<file path="config.mk">
export PLATFORM = sky130hd
export DESIGN_NAME = pipe_ctrl_flat
export DESIGN_NICKNAME = d
export VERILOG_FILES = /design/src/rtl/pipe_ctrl_if.sv /design/src/rtl/pipe_ctrl.sv /design/src/flat_wrapper.sv
export SDC_FILE = /design/constraint.sdc
export NUM_CORES = 1
export LEC_CHECK = 0
export BUFFER_PORTS_ARGS = -buffer_cell sky130_fd_sc_hd__buf_2
export CORE_MARGIN = 1.5
export CORE_UTILIZATION = 45
export CTS_CLUSTER_DIAMETER = 30
export CTS_CLUSTER_SIZE = 40
export DETAILED_ROUTE_END_ITERATION = 8
export PLACE_DENSITY_LB_ADDON = 0.05
export SLEW_MARGIN = 0
export SYNTH_ARGS = -nofsm -noshare
export SYNTH_HDL_FRONTEND = slang
export SYNTH_SLANG_ARGS = --single-unit
</file>
<file path="constraint.sdc">
create_clock -name clk -period 2.25 [get_ports clk]
set_clock_uncertainty 0.2 [all_clocks]
set_input_delay 0.3375 -clock clk [delete_from_list [all_inputs] [get_ports clk]]
set_output_delay 0.3375 -clock clk [all_outputs]
set_load 0.05 [all_outputs]
</file>
<file path="src/rtl/pipe_ctrl_if.sv">
// rtl/pipe_ctrl_if.sv - pipeline control bus between the core stages and pipe_ctrl
//
// Purpose: groups the stall/multi-cycle/flush request and control signals.
//   master : core side, drives requests and observes hold/flush controls
//   slave  : pipe_ctrl side
// Signals:
//   stallreq_if/id/ex  per-stage hold requests
//   mc_start/mc_cycles multi-cycle EX start pulse and length
//   flush_req/flush_pc redirect request and target
//   stall_o[5:0]       hold vector {WB,MEM,EX,ID,IF,PC}
//   flush_o/new_pc_o   one-cycle flush pulse and redirect PC
//   mc_busy_o/mc_done_o multi-cycle status
//   perf_stall_cnt_o   stall counter (only with PIPE_CTRL_PERF_EN)
interface pipe_ctrl_if #(
  parameter int CNT_W = 6
);
  logic             stallreq_if;
  logic             stallreq_id;
  logic             stallreq_ex;
  logic             mc_start;
  logic [CNT_W-1:0] mc_cycles;
  logic             flush_req;
  logic [31:0]      flush_pc;
  logic [5:0]       stall_o;
  logic             flush_o;
  logic [31:0]      new_pc_o;
  logic             mc_busy_o;
  logic             mc_done_o;
`ifdef PIPE_CTRL_PERF_EN
  logic [31:0]      perf_stall_cnt_o;
`endif

`ifdef PIPE_CTRL_PERF_EN
  modport master (
    output stallreq_if, stallreq_id, stallreq_ex, mc_start, mc_cycles, flush_req, flush_pc,
    input  stall_o, flush_o, new_pc_o, mc_busy_o, mc_done_o, perf_stall_cnt_o
  );
  modport slave (
    input  stallreq_if, stallreq_id, stallreq_ex, mc_start, mc_cycles, flush_req, flush_pc,
    output stall_o, flush_o, new_pc_o, mc_busy_o, mc_done_o, perf_stall_cnt_o
  );
`else
  modport master (
    output stallreq_if, stallreq_id, stallreq_ex, mc_start, mc_cycles, flush_req, flush_pc,
    input  stall_o, flush_o, new_pc_o, mc_busy_o, mc_done_o
  );
  modport slave (
    input  stallreq_if, stallreq_id, stallreq_ex, mc_start, mc_cycles, flush_req, flush_pc,
    output stall_o, flush_o, new_pc_o, mc_busy_o, mc_done_o
  );
`endif
endinterface

</file>
<file path="src/rtl/pipe_ctrl.sv">
// rtl/pipe_ctrl.sv - 5-stage pipeline sequencing controller (stall merge, multi-cycle timer, flush)
//
// Purpose: merges per-stage stall requests into one hold vector, times
//   multi-cycle EX operations with a down-counter and issues registered
//   flush pulses carrying a redirect PC.
// Ports:
//   clk  core clock, rising edge
//   rst  asynchronous active-high reset
//   bus  pipe_ctrl_if.slave (requests in, stall/flush/multi-cycle status out)
// Optional: define PIPE_CTRL_PERF_EN to add bus.perf_stall_cnt_o, a 32-bit
//   count of clock edges on which the PC stage was held.
module pipe_ctrl #(
  parameter int CNT_W = 6
) (
  input  logic       clk,
  input  logic       rst,
  pipe_ctrl_if.slave bus
);

  typedef enum logic {
    RUN   = 1'b0,
    MULTI = 1'b1
  } state_t;

  state_t           state_q, state_d;
  logic [CNT_W-1:0] cnt_q, cnt_d;
  logic             flush_q;
  logic [31:0]      new_pc_q;
  logic [5:0]       stall;
  logic             mc_valid;
  logic             mc_last;
  logic             ex_hold;

  assign mc_valid = bus.mc_start && (bus.mc_cycles != '0);
  // cnt==1 is the cycle the result appears, so EX is released there.
  assign mc_last  = (state_q == MULTI) && (cnt_q == CNT_W'(1));

  // Start cycle stalls even if a flush arrives alongside; the flush pulse
  // of the next cycle clears the pipeline anyway.
  assign ex_hold = bus.stallreq_ex
                || ((state_q == RUN) && mc_valid)
                || ((state_q == MULTI) && !mc_last);

  always_ff @(posedge clk or posedge rst) begin
    if (rst) begin
      state_q  <= RUN;
      cnt_q    <= '0;
      flush_q  <= 1'b0;
      new_pc_q <= 32'h0;
    end else begin
      state_q <= state_d;
      cnt_q   <= cnt_d;
      flush_q <= bus.flush_req;
      if (bus.flush_req) begin
        new_pc_q <= bus.flush_pc;
      end
    end
  end

  always_comb begin
    state_d = state_q;
    cnt_d   = cnt_q;
    if (bus.flush_req) begin
      // Redirect aborts any pending multi-cycle op without a done pulse.
      state_d = RUN;
      cnt_d   = '0;
    end else begin
      case (state_q)
        RUN: begin
          if (mc_valid) begin
            state_d = MULTI;
            cnt_d   = bus.mc_cycles;
          end
        end
        MULTI: begin
          cnt_d = cnt_q - CNT_W'(1);
          if (mc_last) begin
            state_d = RUN;
          end
        end
        default: begin
          state_d = RUN;
          cnt_d   = '0;
        end
      endcase
    end
  end

  always_comb begin
    stall = 6'b000000;
    if (rst || flush_q) begin
      stall = 6'b000000;
    end else if (ex_hold) begin
      stall = 6'b001111;
    end else if (bus.stallreq_id) begin
      stall = 6'b000111;
    end else if (bus.stallreq_if) begin
      stall = 6'b000011;
    end
  end

  assign bus.stall_o   = stall;
  assign bus.flush_o   = flush_q;
  assign bus.new_pc_o  = new_pc_q;
  assign bus.mc_busy_o = (state_q == MULTI);
  assign bus.mc_done_o = mc_last;

`ifdef PIPE_CTRL_PERF_EN
  logic [31:0] perf_q;

  always_ff @(posedge clk or posedge rst) begin
    if (rst) begin
      perf_q <= 32'h0;
    end else if (stall[0]) begin
      perf_q <= perf_q + 32'h1;
    end
  end

  assign bus.perf_stall_cnt_o = perf_q;
`else
  // Stall counter not built.
`endif

endmodule

</file>
<file path="src/flat_wrapper.sv">
// flat-port wrapper written by rule: the top's interface ports become plain ports
module pipe_ctrl_flat 
#(
  parameter int CNT_W = 6
)
  (clk, rst, bus_stallreq_if, bus_stallreq_id, bus_stallreq_ex, bus_mc_start, bus_mc_cycles, bus_flush_req, bus_flush_pc, bus_stall_o, bus_flush_o, bus_new_pc_o, bus_mc_busy_o, bus_mc_done_o);
  pipe_ctrl_if #(.CNT_W(CNT_W)) bus_i ();
  input  logic clk;
  input  logic rst;
  input wire logic [$bits(bus_i.stallreq_if)-1:0] bus_stallreq_if;
  input wire logic [$bits(bus_i.stallreq_id)-1:0] bus_stallreq_id;
  input wire logic [$bits(bus_i.stallreq_ex)-1:0] bus_stallreq_ex;
  input wire logic [$bits(bus_i.mc_start)-1:0] bus_mc_start;
  input wire logic [$bits(bus_i.mc_cycles)-1:0] bus_mc_cycles;
  input wire logic [$bits(bus_i.flush_req)-1:0] bus_flush_req;
  input wire logic [$bits(bus_i.flush_pc)-1:0] bus_flush_pc;
  output wire logic [$bits(bus_i.stall_o)-1:0] bus_stall_o;
  output wire logic [$bits(bus_i.flush_o)-1:0] bus_flush_o;
  output wire logic [$bits(bus_i.new_pc_o)-1:0] bus_new_pc_o;
  output wire logic [$bits(bus_i.mc_busy_o)-1:0] bus_mc_busy_o;
  output wire logic [$bits(bus_i.mc_done_o)-1:0] bus_mc_done_o;
  assign bus_i.stallreq_if = bus_stallreq_if;
  assign bus_i.stallreq_id = bus_stallreq_id;
  assign bus_i.stallreq_ex = bus_stallreq_ex;
  assign bus_i.mc_start = bus_mc_start;
  assign bus_i.mc_cycles = bus_mc_cycles;
  assign bus_i.flush_req = bus_flush_req;
  assign bus_i.flush_pc = bus_flush_pc;
  assign bus_stall_o = bus_i.stall_o;
  assign bus_flush_o = bus_i.flush_o;
  assign bus_new_pc_o = bus_i.new_pc_o;
  assign bus_mc_busy_o = bus_i.mc_busy_o;
  assign bus_mc_done_o = bus_i.mc_done_o;
  pipe_ctrl #(.CNT_W(CNT_W)) u_core (.clk(clk), .rst(rst), .bus(bus_i));
endmodule
</file>
Word-level counts from Yosys, hierarchy flattened
Cells that the tools add are included.
- add/sub/neg operators: 1
- multipliers: 0
- div/mod/pow operators: 0
- magnitude comparators: 0
- equality and inequality tests: 2
- shift operators: 0
- muxes and demuxes: 11
- bitwise gates (word level): 1
- reduce and logical (&&, ||, !) cells: 9
- operators with widths (kind ; number):
    $mux W6 ; 5
    $pmux W6 S2 ; 1
    $eq A6 B1 Y1 const B ; 1
    $reduce_bool A6 Y1 ; 1
    $sub A6 B1 Y6 const B ; 1
    $logic_and A1 B1 Y1 ; 4
    $logic_or A1 B1 Y1 ; 3
    $mux W1 ; 3
    $ne A3 B2 Y1 const B ; 1
    $mux W2 ; 1
    $pmux W1 S2 ; 1
    $logic_not A1 Y1 ; 1
    $not A1 Y1 ; 1
- flip-flop bits (word level): 40
- bits in latches: 0
- RAM bits: 0
- bits in read-only memories: 0
- input port bits: 45
- output and inout bits: 41
- word-level logic and storage cells: 28
- memories kept: 0

Logic depth before layout (Yosys ltp)
Gate-level depths: netlist (run 1).
- depth in word-level cells: 7
- gate-level depth with buffers: 6
- gate-level depth less buffers: 5

Worst setup path after synthesis (run 1)
OpenSTA, ideal clock, no wires.
- path type: flip-flop to output port
- start point: reg u_core.state_q (netlist: u_core.bus.mc_busy_o)
- end point: out bus_stall_o[1]
- arrival: 3.005 ns
- data required time: 1.712 ns
- slack: -1.293 ns
- stages on the path, launching flop included: 6
- buffers on the path: 1
- cell sequence: dfrtp_1 -> nor4b_1 -> and3b_1 -> a21o_1 -> a211oi_1 -> buf_4
- cells in the longest elaborated chain, start to end: 6
- elaborated cells between the ends (all ways): 9
- those cells by class: mux (2); bitwise (1); reduce/logical (6)
- ends and longest elaborated chain (what ; line ; source):
    from (decl) ; pipe_ctrl.sv:25 ; state_t state_q, state_d;
    from (signal assigned) ; pipe_ctrl.sv:51 ; state_q <= state_d;
    $logic_and A1 B1 Y1 ; pipe_ctrl.sv:36 ; assign mc_last = (state_q == MULTI) && (cnt_q == CNT_W'(1));
    via bus_mc_done_o ; flat_wrapper.sv:21 ; output wire logic [$bits(bus_i.mc_done_o)-1:0] bus_mc_done_o;
    $logic_not A1 Y1 ; pipe_ctrl.sv:42 ; || ((state_q == MULTI) && !mc_last);
    $logic_and A1 B1 Y1 ; pipe_ctrl.sv:42 ;
    $logic_or A1 B1 Y1 ; pipe_ctrl.sv:42 ;
    $mux W6 ; pipe_ctrl.sv:93 ; end else if (ex_hold) begin
    $mux W6 ; pipe_ctrl.sv:91 ; if (rst || flush_q) begin
    to (decl) ; flat_wrapper.sv:17 ; output wire logic [$bits(bus_i.stall_o)-1:0] bus_stall_o;
The timed path passes the listed nets, and every way through them passes these cells.

Worst setup path after layout (run 1)
- start point: reg u_core.cnt_q[1]
- end point: out bus_stall_o[0]
- cells in the longest elaborated chain, start to end: 7
- ends and longest elaborated chain (what ; line ; source):
    from (decl) ; pipe_ctrl.sv:26 ; logic [CNT_W-1:0] cnt_q, cnt_d;
    from (signal assigned) ; pipe_ctrl.sv:52 ; cnt_q <= cnt_d;
    $eq A6 B1 Y1 ; pipe_ctrl.sv:36 ;
    $logic_and A1 B1 Y1 ; pipe_ctrl.sv:36 ;
    $logic_not A1 Y1 ; pipe_ctrl.sv:42 ;
    $logic_and A1 B1 Y1 ; pipe_ctrl.sv:42 ;
    $logic_or A1 B1 Y1 ; pipe_ctrl.sv:42 ;
    $mux W6 ; pipe_ctrl.sv:93 ;
    $mux W6 ; pipe_ctrl.sv:91 ;
Every way passes these cells.

==> reports/results.txt, run 1 <==
outcome: finished, violations left
violations in the final reports: setup timing
post-synthesis average cell area: 13.9 um2
chip height: 65.4 um
crit path cell chain: inv_2 -> ha_2 -> and3b_2 -> a21o_4 -> a211oi_4 -> buf_6
placed cell area: 2310 um2
Int Power: 1.19 mW
flops & latches, synth: 40
number of buffer cells added on primary ports: 83
transition at the pin with the smallest max-transition slack: 598 ps
DRT Pass-1 Iters: 4
cell chosen for the clock root: clkbuf_8
startpoint type of the worst setup path: flip-flop
number of enable-type register cells in the synthesized netlist: 0
clock tree from TritonCTS: yes
CTS Buf Count: 5
number of buffers on the longest clock path: 2
Synth Cell Area: 1750 um2
final clock period utilization by the worst path: 100%
# nets final: 267
data required time at the worst endpoint: 1710 ps
routability-driven placement congestion ratio: 0.956
worst slack, placed: 10.0 ps
routed via count divided by cell count: 5.01
via count of the first global-routing pass: 1316
share of total power in sequential cells: 45.0%
fraction of final layout cells with drive strength greater than 1: 67.3%
Distinct cells, synth: 31
Final Routed Wirelength: 3790 um
count of final setup violators: 2
area of the multi-input gates: 739 um2
arrival time of the worst setup path: 1710 ps
Layout Cell Area excl Fill: 2440 um2
Syn-to-layout area delta: 39.4%
Total Routing Usage GR: 19.5%
setup repair after global routing missed its margin: yes
Final Util: 66.3%
Critical Path Slowest Stage Cell: dfrtp_1
area of the core: 3690 um2
Worst path max stage delay: 370 ps
remaining routing DRC violations: 0
cell class contributing the biggest share of worst-path delay: compound AO/OA/AOI/OAI gates
setup slack of the most critical reg-to-reg path: 380 ps
crit path kind: reg -> out
capturing element type of the critical path: output port
worst setup margin: -1.45 ps
area enclosed by the die boundary: 4280 um2
pin count of the biggest net entering global routing: 20
Die Width: 65.4 um
DP HPWL: 2820 um
Synth area leader: dfrtp_1
fraction of registers with async set or reset after synthesis: 100%
top post-synthesis cells by count: dfrtp_1, mux2_2, a211oi_1
cell with the most instances after synthesis: dfrtp_1
number of max-capacitance violations reported: 0
clock sink count: 40
achievable frequency: 0.444 GHz
number of inserted diodes: 0
buffer and inverter count on the worst path: 2
maximum ir drop on the vdd rail: 0.466 mV
Overall Power: 1.85 mW
max-slew violations: 0
Overflow after GRT: 0
Yosys warning total: 0
cell types occupying the most area after synthesis: dfrtp_1, mux2_2, a211oi_1
clock transition at the register clock pins on the worst setup and hold paths after CTS: 70 ps
number of rows in the core area: 22
Worst Hold Class: in -> reg
leading register cell type out of synthesis: dfrtp_1
fill cell total of the finished layout: 289
Net Sw Power: 0.656 mW
later-pin clock latency in the skew report: 290 ps
Syn Inst Count: 126
first-pass GRT wire length: 6090 um
clock network power share: 24.0%
Initial DRC Count: 68
number of placed I/O pins: 86
Sequential Area: 1000 um2
level count of the clock H-tree: 2
initial core utilization: 47.6%
time the worst path needs with I/O delays and setup: 2250 ps
portion of total power attributed to combinational logic: 31.0%
routed len/inst: 14.1 um
antenna violations before repair: 0
fraction of power spent switching nets: 35.5%
standby leakage power: 1.16 nW
hold slack final: 75.2 ps
Critical Path Fanout Max: 4
tightest slew margin relative to the limit: 60.1%
register area share after synthesis: 57.1%
post-route ant nets: 0
count of final hold-check violations: 0
power per standard cell area: 756 nW/um2
DR vias: 1342
fraction of synthesized cell area taken by the top area cell type: 57.1%
## area by class of cell
class / count / share of cell area, %
Multi-Input combinational cell: 73 / 30.2
Clock inverter: 1 / 0.205
Sequential cell: 40 / 41.0
Clock buffer: 6 / 2.97
Inverter: 5 / 0.768
Tap cell: 48 / 2.46
Timing Repair Buffer: 95 / 22.3
## flip-flops by register name (all words and copies together), names as in the netlist
register and cells:
u_core.bus.mc_busy_o 1, u_core.bus.flush_o 1, u_core.cnt_q 6, u_core.bus.new_pc_o 32
## timing repair
| item | CTS | global route |
|---|---|---|
| hold endpoints to repair | 12 | 0 |
| gates cloned | 0 | 0 |
| pin swaps | 1 | 0 |
| hold buffers | 1 | 0 |
| resized for setup | 8 | 3 |
| buffers inserted | 1 | 1 |
| endpoints found under the setup margin | 4 | 4 |
## power groups by stage
stage                     Sequential [mW]  Combinational [mW]  Clock [mW]
after floorplan                      1.06               0.192           0
after global placement              0.842               0.555           0
after detailed placement            0.847               0.564           0
after CTS                           0.833               0.574       0.459
after global routing                0.843               0.605       0.491
final                               0.832               0.573       0.444
## cells by family after synthesis
logic type	count (synthesis)	synth area share (%)
buf+inv	14	4.21
simple gates	14	4.99
mux	32	20.5
compound gates	21	10.6
other cells	1	0.214
flops	40	57.1
fa+ha+maj	2	1.43
xor+xnor	2	0.999
## per-layer routing
layer / wire, um / track usage [%]
met3: 249 / 7.36
met2: 1970 / 32.9
met5: 0 / 0
met1: 1520 / 22.5
met4: 53 / 7.03
## cell usage in the layout, fill, tap and decap left out, types with 2 or more instances in the layout
master | Yosys | routed
buf_2 | 2 | 79
dfrtp_1 | 40 | 38
mux2_2 | 32 | 32
buf_4 | 3 | 10
nor2_1 | 5 | 5
clkbuf_8 | 0 | 5
inv_1 | 5 | 4
buf_6 | 1 | 4
a211oi_2 | 2 | 3
a211oi_1 | 6 | 3
xnor2_1 | 2 | 2
or4_1 | 2 | 2
o211ai_1 | 2 | 2
a21oi_1 | 2 | 2
a211oi_4 | 0 | 2
conb_1 | 1 | 2
dfrtp_2 | 0 | 2
## worst paths after layout
path | cells after the start | endpoint | start
worst max-delay path | 6 | bus_stall_o[0] | u_core.cnt_q[1]$_DFFE_PP0P_
worst min-delay path | 2 | u_core.bus.new_pc_o[25]$_DFFE_PP0P_ | bus_flush_pc[25]
worst max register to register | 5 | u_core.cnt_q[5]$_DFFE_PP0P_ | u_core.cnt_q[2]$_DFFE_PP0P_
worst min register to register | 1 | u_core.bus.new_pc_o[10]$_DFFE_PP0P_ | u_core.bus.new_pc_o[10]$_DFFE_PP0P_
max in group asynchronous | 4 | u_core.bus.new_pc_o[13]$_DFFE_PP0P_ | rst
min in group asynchronous | 3 | u_core.cnt_q[4]$_DFFE_PP0P_ | rst
## per-stage QoR
step                setup TNS (ps)  std cells
floorplan                     -797        127
global placement                 0        258
detailed placement               0        258
CTS                          -17.0        267
global route                  -175        268
finish                       -1.82        268
Power figures use the tool's default switching activity.
==> run 2, diff against run 1 <==
ABC_AREA = 1   (was unset)
CAP_MARGIN = 40   (was unset)
CORE_UTILIZATION = 46   (was 45)
==> reports/results.txt, run 2 <==
number of buffer cells added on primary ports: 83 (unchanged)
most common cell after layout, fill and taps aside: nand2_1 (was buf_2)
fraction of final layout cells with drive strength greater than 1: 33.8% (was 67.3%)
crit path kind: reg -> out (unchanged)
area of the core: 3720 um2 (was 3690 um2)
first-pass GRT wire length: 6760 um (was 6090 um)
Synth Cell Area: 1820 um2 (was 1750 um2)
Total Routing Usage GR: 21.1% (was 19.5%)
pin count of the biggest net entering global routing: 39 (was 20)
cell chosen for the clock root: clkbuf_8 (unchanged)
Initial DRC Count: 108 (was 68)
capturing element type of the critical path: output port (unchanged)
routability-driven placement congestion ratio: 0.896 (was 0.956)
Final Routed Wirelength: 4100 um (was 3790 um)
fill cell total of the finished layout: 350 (was 289)
endpoint of the lowest-slack register-to-register path: u_core.cnt_q[4]$_DFFE_PP0P_ (was u_core.cnt_q[5]$_DFFE_PP0P_)
DP HPWL: 2970 um (was 2820 um)
number of buffers on the longest clock path: 2 (unchanged)
register area share after synthesis: 55.1% (was 57.1%)
standby leakage power: 1.41 nW (was 1.16 nW)
number of hold-repair buffers added at the cts stage: 1 (unchanged)
leading register cell type out of synthesis: dfrtp_1 (unchanged)
routed len/inst: 11.4 um (was 14.1 um)
cell with the most instances after synthesis: nand2_1 (was dfrtp_1)
number of inserted diodes: 0 (unchanged)
Overall Power: 1.95 mW (was 1.85 mW)
fraction of registers with async set or reset after synthesis: 100% (unchanged)
Yosys warning total: 0 (unchanged)
depth of the most critical reg-to-reg path: 7 (was 5)
Syn-to-layout area delta: 31.3% (was 39.4%)
timing startpoint of the critical path: u_core.cnt_q[1]$_DFFE_PP0P_ (unchanged)
antenna violations before repair: 0 (unchanged)
flops & latches, synth: 40 (unchanged)
chip height: 65.8 um (was 65.4 um)
setup repair after global routing missed its margin: no (was yes)
maximum ir drop on the vdd rail: 0.507 mV (was 0.466 mV)
CTS Buf Count: 5 (unchanged)
Sequential Area: 1000 um2 (about the same)
number of rows in the core area: 22 (unchanged)
time the worst path needs with I/O delays and setup: 2100 ps (was 2250 ps)
Overflow after GRT: 0 (unchanged)
number of max-capacitance violations reported: 0 (unchanged)
number of enable-type register cells in the synthesized netlist: 0 (unchanged)
number of flip-flops under the largest register name: 32 (unchanged)
area of the multi-input gates: 694 um2 (was 739 um2)
achievable frequency: 0.476 GHz (was 0.444 GHz)
post-synthesis average cell area: 8.07 um2 (was 13.9 um2)
initial core utilization: 48.9% (was 47.6%)
via count of the first global-routing pass: 1560 (was 1316)
clock tree from TritonCTS: yes (unchanged)
cell types occupying the most area after synthesis: dfrtp_1, nand2_1, buf_4 (was dfrtp_1, mux2_2, a211oi_1)
clock transition at the register clock pins on the worst setup and hold paths after CTS: 80 ps (was 70 ps)
final clock period utilization by the worst path: 93.4% (was 100%)
source of the worst register-to-register timing path: u_core.cnt_q[0]$_DFFE_PP0P_ (was u_core.cnt_q[2]$_DFFE_PP0P_)
count of final setup violators: 0 (was 2)
level count of the clock H-tree: 2 (unchanged)
sum of negative setup slack: 0 ps (was -1.82 ps)
fraction of synthesized cell area taken by the top area cell type: 55.1% (was 57.1%)
setup slack of the most critical reg-to-reg path: 800 ps (was 380 ps)
outcome: finished clean (was finished, violations left)
routed via count divided by cell count: 4.69 (was 5.01)
DRT Pass-1 Iters: 4 (unchanged)
startpoint type of the worst setup path: flip-flop (unchanged)
arrival time of the worst setup path: 1560 ps (was 1710 ps)
remaining routing DRC violations: 0 (unchanged)
number of placed I/O pins: 86 (unchanged)
DR vias: 1683 (was 1342)
Critical Path Fanout Max: 4 (unchanged)
post-route ant nets: 0 (unchanged)
highest-count cells in the layout ignoring fill and taps: nand2_1, buf_2, dfrtp_1 (was buf_2, dfrtp_1, mux2_2)
clock sink count: 40 (unchanged)
endpoint of the worst setup timing path: bus_stall_o[0] (unchanged)
# nets final: 357 (was 267)
count of final hold-check violations: 0 (unchanged)
Worst Hold Class: in -> reg (unchanged)
Distinct cells, synth: 22 (was 31)
Syn Inst Count: 225 (was 126)
later-pin clock latency in the skew report: 300 ps (was 290 ps)
hold slack final: 27.3 ps (was 75.2 ps)
max-slew violations: 0 (unchanged)
area enclosed by the die boundary: 4340 um2 (was 4280 um2)
data required time at the worst endpoint: 1710 ps (about the same)
Synth area leader: dfrtp_1 (unchanged)
top post-synthesis cells by count: nand2_1, dfrtp_1, inv_1, nor2_1, nand3_1 (was dfrtp_1, mux2_2, a211oi_1)
power per standard cell area: 819 nW/um2 (was 756 nW/um2)
Final Util: 64.2% (was 66.3%)
Die Width: 65.8 um (was 65.4 um)
CTS resizes: 0 (was 8)
Setup Fix Bufs, Post-CTS: 0 (was 1)
run 2: cell count changes after synthesis, sizes merged, moves of 4 or more:
| cell | before | now |
|---|---|---|
| a211oi | 8 | 0 |
| o22ai | 0 | 4 |
| mux2 | 32 | 0 |
| buf | 6 | 11 |
| nor2 | 5 | 15 |
| nand2 | 0 | 117 |
| inv | 5 | 14 |
| nand3 | 1 | 10 |
run 2: logic make-up (layout without fill, tap and decap cells):
| family | Yosys count | after routing | synth area share, % |
|---|---|---|---|
| AO/OA/AOI/OAI | 11 | 11 | 3.65 |
| other | 1 | 2 | 0.206 |
| AND/OR/NAND/NOR | 146 | 146 | 32.8 |
| adder cells (fa/ha/maj) | 2 | 2 | 1.38 |
| flip-flops | 40 | 40 | 55.1 |
| buffers and inverters | 25 | 110 | 6.89 |
run 2: metrics by stage:
stage	area [um2]	setup slack, ps	cells
after floorplan	1820	6.85	226
after CTS	2380	156	359
after global placement	2250	510	350
final	2380	148	359
after global routing	2380	33.0	359
after detailed placement	2250	485	350
run 2: how the worst min path moves through the flow:
stage | from | end | slack, ps | cells after the start
2_1_floorplan | bus_flush_req | u_core.bus.flush_o$_DFF_PP0_ | 170 | 0
3_3_place_gp | rst | u_core.cnt_q[0]$_DFFE_PP0P_ | 30 | 2
3_5_place_dp | rst | u_core.bus.mc_busy_o$_DFF_PP0_ | 20 | 2
4_1_cts | bus_flush_pc[10] | u_core.bus.new_pc_o[10]$_DFFE_PP0P_ | 20 | 3
5_1_grt | bus_flush_pc[8] | u_core.bus.new_pc_o[8]$_DFFE_PP0P_ | 30 | 3
6_report | bus_flush_pc[13] | u_core.bus.new_pc_o[13]$_DFFE_PP0P_ | 30 | 3
run 2: layout make-up:
| type | count | area share, % |
|---|---|---|
| clock buffers | 6 | 3.46 |
| clock inverters | 2 | 1.63 |
| inverters | 14 | 2.20 |
| multi-input cells | 161 | 29.1 |
| flip-flops and latches | 40 | 42.0 |
| well taps | 48 | 2.52 |
| repair buffers | 88 | 19.1 |
run 2: layer usage:
metal	GRT usage (%)	wire, um	vias to the layer above	part of all wire [%]
met5	0	0	-	0
met4	10.2	62	0	1.5
met3	5.11	285	7	7.0
met2	35.4	1970	57	48
met1	25.3	1780	763	43
li1	-	-	856	-
run 2: critical path: stages (launching register included):
cell,delay [ps]
dfrtp_1,380
inv_1,110
ha_1,180
nand3_2,100
nand2_2,90
nand4_1,90
nand2_1,60
inv_1,40
buf_2,200
run 2: power by group:
| part | internal (mW) | leakage (nW) | switching [mW] |
|---|---|---|---|
| logic | 0.133 | 0.861 | 0.373 |
| registers | 0.783 | 0.492 | 0.0423 |
| clock network | 0.363 | 0.0614 | 0.258 |
==> run 3, diff against run 2 <==
GPL_TIMING_DRIVEN = 0   (was unset)
==> reports/results.txt, run 3 (synthesized netlist as in run 2, its figures left out) <==
chip height: 65.8 um (unchanged)
Total Routing Usage GR: 19.9% (was 21.1%)
clock sink count: 40 (unchanged)
pin count of the biggest net entering global routing: 35 (was 39)
Worst path max stage delay: 400 ps (was 380 ps)
highest-count cells in the layout ignoring fill and taps: nand2_1, buf_2, dfrtp_1 (unchanged)
# nets final: 368 (was 357)
Critical Path Slowest Stage Cell: dfrtp_1 (unchanged)
number of buffers on the longest clock path: 2 (unchanged)
fraction of final layout cells with drive strength greater than 1: 36.4% (was 33.8%)
Die Width: 65.8 um (unchanged)
routed len/inst: 10.6 um (was 11.4 um)
Int Power: 1.14 mW (was 1.28 mW)
Overflow after GRT: 0 (unchanged)
time the worst path needs with I/O delays and setup: 2150 ps (was 2100 ps)
initial core utilization: 48.9% (unchanged)
post-route ant nets: 0 (unchanged)
clock tree from TritonCTS: yes (unchanged)
crit path kind: reg -> out (unchanged)
sum of negative setup slack: 0 ps (unchanged)
number of rows in the core area: 22 (unchanged)
share of total power in sequential cells: 45.9% (was 42.3%)
number of flip-flops under the largest register name: 32 (unchanged)
via count of the first global-routing pass: 1531 (was 1560)
number of max-capacitance violations reported: 0 (unchanged)
hold path start: bus_flush_pc[22] (was bus_flush_pc[13])
startpoint type of the worst setup path: flip-flop (unchanged)
capturing element type of the critical path: output port (unchanged)
fill cell total of the finished layout: 366 (was 350)
timing startpoint of the critical path: u_core.cnt_q[1]$_DFFE_PP0P_ (unchanged)
DR vias: 1702 (was 1683)
most common cell after layout, fill and taps aside: nand2_1 (unchanged)
Critical Path Fanout Max: 4 (unchanged)
outcome: finished clean (unchanged)
number of placed I/O pins: 86 (unchanged)
area of the core: 3720 um2 (unchanged)
later-pin clock latency in the skew report: 290 ps (was 300 ps)
achievable frequency: 0.466 GHz (was 0.476 GHz)
final clock period utilization by the worst path: 95.5% (was 93.4%)
power per standard cell area: 736 nW/um2 (was 819 nW/um2)
level count of the clock H-tree: 2 (unchanged)
number of buffer cells added on primary ports: 83 (unchanged)
cell chosen for the clock root: clkbuf_8 (unchanged)
Worst Hold Class: in -> reg (unchanged)
clock network power share: 24.9% (was 31.8%)
Sequential Area: 1000 um2 (unchanged)
fraction of power spent switching nets: 36.4% (was 34.5%)
Net Sw Power: 0.654 mW (was 0.673 mW)
standby leakage power: 1.45 nW (was 1.41 nW)
Overall Power: 1.80 mW (was 1.95 mW)
Initial DRC Count: 77 (was 108)
routed via count divided by cell count: 4.61 (was 4.69)
DRT Pass-1 Iters: 4 (unchanged)
max-slew violations: 0 (unchanged)
count of final hold-check violations: 0 (unchanged)
CTS Buf Count: 5 (unchanged)
Final Util: 65.7% (was 64.2%)
Final Routed Wirelength: 3930 um (was 4100 um)
arrival time of the worst setup path: 1610 ps (was 1560 ps)
area enclosed by the die boundary: 4340 um2 (unchanged)
number of inserted diodes: 0 (unchanged)
maximum ir drop on the vdd rail: 0.411 mV (was 0.507 mV)
antenna violations before repair: 0 (unchanged)
crit path cell chain: inv_2 -> ha_2 -> nand3_2 -> nand2_2 -> nand4_1 -> nand2_1 -> inv_1 -> buf_4 -> buf_6 (was inv_1 -> ha_1 -> nand3_2 -> nand2_2 -> nand4_1 -> nand2_1 -> inv_1 -> buf_2)
DP HPWL: 2880 um (was 2970 um)
routability-driven placement congestion ratio: 0.878 (was 0.896)
portion of total power attributed to combinational logic: 29.2% (was 26.0%)
remaining routing DRC violations: 0 (unchanged)
clock transition at the register clock pins on the worst setup and hold paths after CTS: 80 ps (about the same)
first-pass GRT wire length: 6620 um (was 6760 um)
area of the multi-input gates: 697 um2 (was 694 um2)
count of final setup violators: 0 (unchanged)
setup repair after global routing missed its margin: no (unchanged)
source of the worst register-to-register timing path: u_core.cnt_q[0]$_DFFE_PP0P_ (unchanged)
Syn-to-layout area delta: 34.4% (was 31.3%)
data required time at the worst endpoint: 1710 ps (about the same)
run 3: cell count changes in the layout (fill, tap and decap cells not counted), sizes merged:
cell,change
clkbuf,-1
dlygate4sd3,+1
bufinv,-1
buf,+10
clkinvlp,+1
run 3: timing repair:
action / in CTS / in global routing
setup buffers: 0 / 2
setup endpoints to repair: 0 / 1
hold buffers: 2 / 0
gates resized for setup: 0 / 5
endpoints found under the hold margin: 33 / 0
run 3: path summary, 6_finish.rpt:
| check | end | slack [ps] | depth (start not counted) |
|---|---|---|---|
| worst max-delay path | bus_stall_o[1] | 100 | 9 |
| worst min-delay path | u_core.bus.new_pc_o[22]$_DFFE_PP0P_ | 40 | 3 |
| worst max register to register | u_core.cnt_q[4]$_DFFE_PP0P_ | 780 | 7 |
| worst min register to register | u_core.bus.new_pc_o[13]$_DFFE_PP0P_ | 270 | 2 |
| max in group asynchronous | u_core.bus.new_pc_o[13]$_DFFE_PP0P_ | 1140 | 4 |
| min in group asynchronous | u_core.bus.new_pc_o[29]$_DFFE_PP0P_ | 290 | 3 |
run 3: final cells by class:
type | count | share of cell area (%)
plain buffers | 11 | 2.97
clock buffers | 5 | 2.82
clock inverters | 2 | 0.513
inverters | 14 | 2.15
multi-input cells | 161 | 28.5
flip-flops and latches | 40 | 41.0
well taps | 48 | 2.46
repair buffers | 88 | 19.5
run 3: critical path, delay by kind of cell, from the launching register on:
family | cells | cell delay (ps)
flip-flops | 1 | 400
buffers and inverters | 4 | 390
AND/OR/NAND/NOR | 4 | 360
adder cells (fa/ha/maj) | 1 | 180
run 3: through the flow:
step                setup slack (ps)  std cells  cell area [um2]  hold slack [ps]
detailed placement               335        358             2320             54.4
global route                    1.93        369             2440             41.1
floorplan                       6.85        226             1820              169
CTS                             7.52        367             2420             31.4
finish                           102        369             2440             40.8
global placement                 238        357             2300              248
run 3: metal layers:
metal,vias to the layer above,GRT usage (%),wire [um]
met5,-,0,0
met4,0,7.03,18
met3,2,5.62,299
met2,61,32.2,1830
met1,764,25.5,1770
li1,875,-,-
run 3: power by group through the flow:
| stage | clock network (mW) | logic, mW | registers, mW |
|---|---|---|---|
| after CTS | 0.464 | 0.522 | 0.825 |
| after detailed placement | 0 | 0.519 | 0.837 |
| final | 0.447 | 0.525 | 0.825 |
| after floorplan | 0 | 0.187 | 1.03 |
| after global routing | 0.484 | 0.574 | 0.833 |
| after global placement | 0 | 0.508 | 0.837 |
